**config.mk**
```make
export PLATFORM = sky130hd
export DESIGN_NAME = next_pc_gen
export DESIGN_NICKNAME = d
export VERILOG_FILES = /design/src/rtl/next_pc_gen.sv
export SDC_FILE = /design/constraint.sdc
export NUM_CORES = 1
export LEC_CHECK = 0
export BUFFER_PORTS_ARGS = -buffer_cell sky130_fd_sc_hd__buf_4
export CAP_MARGIN = 20
export CORE_AREA = 4 4 41 43
export CTS_BUF_LIST = sky130_fd_sc_hd__clkbuf_4 sky130_fd_sc_hd__clkbuf_8
export DETAILED_ROUTE_END_ITERATION = 7
export DIE_AREA = 0 0 45 47
export PLACE_DENSITY = 0.82
export SLEW_MARGIN = 20
export SYNTH_ARGS = -nofsm -noshare
export SYNTH_HDL_FRONTEND = slang
export SYNTH_SLANG_ARGS = --single-unit
```
**constraint.sdc**
```tcl
create_clock -name clk -period 3.45 [get_ports clk]
set_clock_uncertainty 0.15 [all_clocks]
set_input_delay 0.345 -clock clk [delete_from_list [all_inputs] [get_ports clk]]
set_output_delay 0.345 -clock clk [all_outputs]
set_load 0.01 [all_outputs]
```
**src/rtl/next_pc_gen.sv**
```systemverilog
// rtl/next_pc_gen.sv - next-address generator with boot/run/halt FSM and optional return-address stack (NEXT_PC_RAS_EN)
module next_pc_gen #(
    parameter int ADDR_W    = 5,
    parameter int RAS_DEPTH = 4,
    parameter int RESET_VEC = 0
) (
    input  logic              clk,
    input  logic              rst_n,
    input  logic [ADDR_W-1:0] cur_add,
    input  logic              stall,
    input  logic              branch_take,
    input  logic [ADDR_W-1:0] branch_off,
    input  logic              jump,
    input  logic [ADDR_W-1:0] jump_tgt,
    input  logic              call,
    input  logic              ret,
    input  logic              halt,
    output logic [ADDR_W-1:0] next_add,
    output logic              halted,
    output logic              ras_empty,
    output logic              ras_full,
    output logic              ras_ovf,
    output logic              ras_unf
);

    typedef enum logic [1:0] {
        ST_BOOT = 2'd0,
        ST_RUN  = 2'd1,
        ST_HALT = 2'd2
    } state_t;

    localparam logic [ADDR_W-1:0] RESET_ADDR = ADDR_W'(RESET_VEC);
    localparam logic [ADDR_W-1:0] ADDR_ONE   = ADDR_W'(1);

    state_t state_q;
    state_t state_d;

    logic [ADDR_W-1:0] seq_add;
    logic [ADDR_W-1:0] br_add;

    // All address arithmetic wraps modulo 2^ADDR_W by truncation.
    assign seq_add = cur_add + ADDR_ONE;
    assign br_add  = seq_add + branch_off;
    assign halted  = (state_q == ST_HALT);

`ifdef NEXT_PC_RAS_EN
    localparam int PTR_W = (RAS_DEPTH > 1) ? $clog2(RAS_DEPTH) : 1;
    localparam int CNT_W = $clog2(RAS_DEPTH + 1);
    localparam logic [PTR_W-1:0] PTR_ONE   = PTR_W'(1);
    localparam logic [CNT_W-1:0] CNT_ONE   = CNT_W'(1);
    localparam logic [CNT_W-1:0] CNT_DEPTH = CNT_W'(RAS_DEPTH);

    // ras_ptr points at the next free slot; the stack is circular so an
    // overflowing push simply overwrites the oldest entry.
    logic [ADDR_W-1:0] ras_mem [RAS_DEPTH];
    logic [PTR_W-1:0]  ras_ptr;
    logic [CNT_W-1:0]  ras_cnt;
    logic [ADDR_W-1:0] ras_top;
    logic              push;
    logic              pop;
    logic              set_unf;
    logic              ovf_q;
    logic              unf_q;

    assign ras_top   = ras_mem[ras_ptr - PTR_ONE];
    assign ras_empty = (ras_cnt == '0);
    assign ras_full  = (ras_cnt == CNT_DEPTH);
    assign ras_ovf   = ovf_q;
    assign ras_unf   = unf_q;
`else
    // No stack storage in this build: permanently empty, never full, no flags.
    assign ras_empty = 1'b1;
    assign ras_full  = (RAS_DEPTH == 0);
    assign ras_ovf   = 1'b0;
    assign ras_unf   = 1'b0;
`endif

    // FSM state register.
    always_ff @(posedge clk or negedge rst_n) begin
        if (!rst_n) begin
            state_q <= ST_BOOT;
        end else begin
            state_q <= state_d;
        end
    end

    // Next-state, next-address and stack-operation decode, in control priority order.
    always_comb begin
        state_d  = state_q;
        next_add = seq_add;
`ifdef NEXT_PC_RAS_EN
        push     = 1'b0;
        pop      = 1'b0;
        set_unf  = 1'b0;
`endif
        case (state_q)
            ST_BOOT: begin
                next_add = RESET_ADDR;
                state_d  = ST_RUN;
            end
            ST_HALT: begin
                next_add = cur_add;
            end
            ST_RUN: begin
                if (halt) begin
                    next_add = cur_add;
                    state_d  = ST_HALT;
                end else if (stall) begin
                    next_add = cur_add;
                end else if (ret) begin
`ifdef NEXT_PC_RAS_EN
                    if (!ras_empty) begin
                        next_add = ras_top;
                        pop      = 1'b1;
                    end else begin
                        next_add = seq_add;
                        set_unf  = 1'b1;
                    end
`else
                    next_add = seq_add;
`endif
                end else if (call) begin
                    next_add = jump_tgt;
`ifdef NEXT_PC_RAS_EN
                    push     = 1'b1;
`endif
                end else if (jump) begin
                    next_add = jump_tgt;
                end else if (branch_take) begin
                    next_add = br_add;
                end else begin
                    next_add = seq_add;
                end
            end
            default: begin
                next_add = RESET_ADDR;
                state_d  = ST_BOOT;
            end
        endcase
    end

`ifdef NEXT_PC_RAS_EN
    // Stack pointer, occupancy count and sticky overflow/underflow flags.
    always_ff @(posedge clk or negedge rst_n) begin
        if (!rst_n) begin
            ras_ptr <= '0;
            ras_cnt <= '0;
            ovf_q   <= 1'b0;
            unf_q   <= 1'b0;
        end else begin
            if (push) begin
                ras_ptr <= ras_ptr + PTR_ONE;
                if (ras_full) begin
                    ovf_q <= 1'b1;
                end else begin
                    ras_cnt <= ras_cnt + CNT_ONE;
                end
            end else if (pop) begin
                ras_ptr <= ras_ptr - PTR_ONE;
                ras_cnt <= ras_cnt - CNT_ONE;
            end
            if (set_unf) begin
                unf_q <= 1'b1;
            end
        end
    end

    // Stack storage; contents are only meaningful below ras_cnt, so no reset.
    always_ff @(posedge clk) begin
        if (push) begin
            ras_mem[ras_ptr] <= seq_add;
        end
    end
`endif

endmodule

```
==> results.py <==
metrics = {
    "final_layout": {
        "largest_register": "state_q",
        "final_cell_mix": "buf_4 (28), inv_1 (8), ha_1 (8)",
        "nNetsFinal": 145,
        "drive_gt1_frac": 0.324,
        "fin_util": 0.647,
        "diodes": 0,
        "fin_cells": 126,
        "top_regs": "state_q: 2 flops",
        "area_growth_pct": 37.9,
        "stdcell_area_um2": 842,
        "largest_reg_flops": 2,
        "final_common_cell": "buf_4",
    },
    "yosys": {
        "synth_area_um2": 611,
        "synth-edff-count": 0,
        "synth-seq-area-share": 0.0820,
        "syn_avg_cell_area_um2": 7.45,
        "synth_cell_type_count": 33,
        "synth_warnings": 0,
        "async_flop_share": 1.00,
        "yosys_register_bits": 2,
        "syn_inst": 82,
        "synth_ff_type": "dfrtp_1",
    },
    "placed_design": {
        "gp_congestion": 0.863,
        "pre_cts_slack_ps": 673,
        "dpl-instance-area_um2": 810,
        "portBuffers": 28,
        "dp_hpwl_mm": 1.41,
        "dp.cells": 122,
    },
    "critical_path": {
        "crit_slowest_cell": "fa_1",
        "r2r_setup_slack_ps": 2220,
        "path_common_cell": "buf_4",
        "reg2reg_depth": 4,
        "cp_slowest_stage_delay_ps": 390,
        "critical_path_required_ps": 2950,
        "cp_cell_sequence": "buf_4 -> ha_1 -> inv_1 -> fa_1 -> nand2b_1 -> a21oi_2 -> xor2_1 -> nand4_1 -> a31oi_1 -> buf_4",
        "crit_type": "in -> out",
        "crit_arrival_ps": 2280,
        "crit_buf_inv": 3,
        "cp_top_family": "adder cells",
        "reg2reg_from": "state_q[1]",
        "startpoint_type": "input pin",
        "crit_path_max_fanout": 4,
        "r2r-end": "state_q[0]",
        "cp-end-kind": "output pin",
    },
    "floorplan": {
        "die_width_um": 45,
        "initial_utilization": 0.469,
        "dieArea_um2": 2120,
        "core_um2": 1300,
        "rows": 13,
        "die_y_um": 47,
        "num_io_pins": 33,
    },
    "global_route": {
        "globalRouteOverflowTotal": 0,
        "grt_antenna_before_repair": 0,
        "grt_pass1_wl_mm": 2.57,
        "track_usage": 0.162,
        "grt_max_degree": 9,
        "grt_pass1_vias": 634,
    },
    "detailed_routing": {
        "wl_mm": 1.65,
        "vias_per_cell": 5.39,
        "vias": 679,
        "final_antenna_net_count": 0,
        "dr.pass1.iters": 3,
        "drt-wirelength-per-cell_um": 13.1,
        "route.detailed.drc": 0,
        "drtIter0Drc": 10,
    },
    "clock_network": {
        "clk_latency_ps": 220,
        "cts_setup_buffers": 0,
        "cts_made_buffers": 3,
        "cts_hold_buf": 1,
        "clk_path_buf_depth": 2,
        "post_cts_resized": 0,
        "cts_max_level": 1,
        "clkTransAtPathRegs_ps": 30,
        "cts_tree": "yes",
        "clock_sinks": 2,
        "cts-root-buf": "clkbuf_4",
    },
    "power": {
        "peakVddDrop_v": 0.000253,
        "p_leak_nw": 0.409,
        "power.density_nw_per_um2": 417,
        "fin_total_pwr_uw": 351,
    },
    "timing": {
        "slew_violations": 0,
        "fin_hold_ws_ps": 295,
        "max_freq_mhz": 361,
        "rsz0062_at_grt": "no",
        "final-setup-viol-count": 0,
        "min_period_ps": 2770,
        "fin_crit_sh": 0.804,
        "setup-tns-final_ps": 0,
        "fin_ws_ps": 677,
        "hold_viol_final": 0,
    },
    "min_path": {
        "hp-class": "in -> async",
    },
    "run_status": {
        "run_status": "finished clean",
    },
    "flow_run": {
        "drv_cap": 0,
    },
}
## logic make-up (layout without fill, tap and decap cells)
group / after synthesis / in the layout / synth area share
AO/OA/AOI/OAI: 26 / 26 / 0.287
XOR/XNOR: 5 / 5 / 0.0717
AND/OR/NAND/NOR: 25 / 25 / 0.240
flip-flops: 2 / 2 / 0.0820
buffers and inverters: 13 / 40 / 0.111
other: 2 / 4 / 0.0123
adder cells (fa/ha/maj): 9 / 9 / 0.197
## worst reg2reg max path: stages (launching register included)
cell and delay, ps:
dfrtp_1 350, inv_1 80, ha_1 230, a21oi_1 180, o21ai_0 110
## area by class of cell
type | count | area (µm²)
Clock buffer | 3 | 22.5
Fill cell | 121 | 459
Inverter | 8 | 30.0
Multi-Input combinational cell | 69 | 500
Sequential cell | 2 | 50.0
Tap cell | 15 | 18.8
Timing Repair Buffer | 29 | 220
## synth_stat cells, types with 2 or more instances
cell	instances	area, µm²
a21oi_2	2	17.5
a31oi_1	3	18.8
nor2_1	5	18.8
o21ai_1	5	25.0
o21ai_0	3	15.0
conb_1	2	7.51
dfrtp_1	2	50.1
a21oi_1	2	10.0
nand2b_1	3	18.8
ha_1	8	100
o221ai_1	2	17.5
inv_1	8	30.0
nand4_1	2	12.5
a21boi_1	3	22.5
nand2_1	4	15.0
nor3b_1	2	15.0
xor2_1	3	26.3
nand3_1	3	15.0
buf_4	5	37.5
xnor2_1	2	17.5
## layer usage
layer | part of all wire | GRT usage
met1 | 0.43 | 0.212
met2 | 0.50 | 0.280
met3 | 0.062 | 0.0268
met4 | 0.0085 | 0.0351
met5 | 0 | 0
## worst max path at each step
| stage | start | to | slack [ps] | cells after the start |
|---|---|---|---|---|
| floorplan | cur_add[0] | next_add[4] | 990 | 8 |
| global placement | cur_add[0] | next_add[4] | 770 | 10 |
| detailed placement | cur_add[0] | next_add[4] | 670 | 10 |
| CTS | cur_add[0] | next_add[4] | 660 | 10 |
| global route | cur_add[0] | next_add[4] | 540 | 10 |
| finish | cur_add[0] | next_add[4] | 680 | 10 |
## report_power, final
| group | switching [mW] | internal, mW | total [mW] | leakage [nW] |
|---|---|---|---|---|
| Clock | 0.0110 | 0.0382 | 0.0492 | 0.0138 |
| Sequential | 0.00632 | 0.0344 | 0.0408 | 0.0251 |
| Combinational | 0.136 | 0.125 | 0.261 | 0.370 |
| Total | 0.153 | 0.198 | 0.351 | 0.409 |
Power figures use the tool's default switching activity.
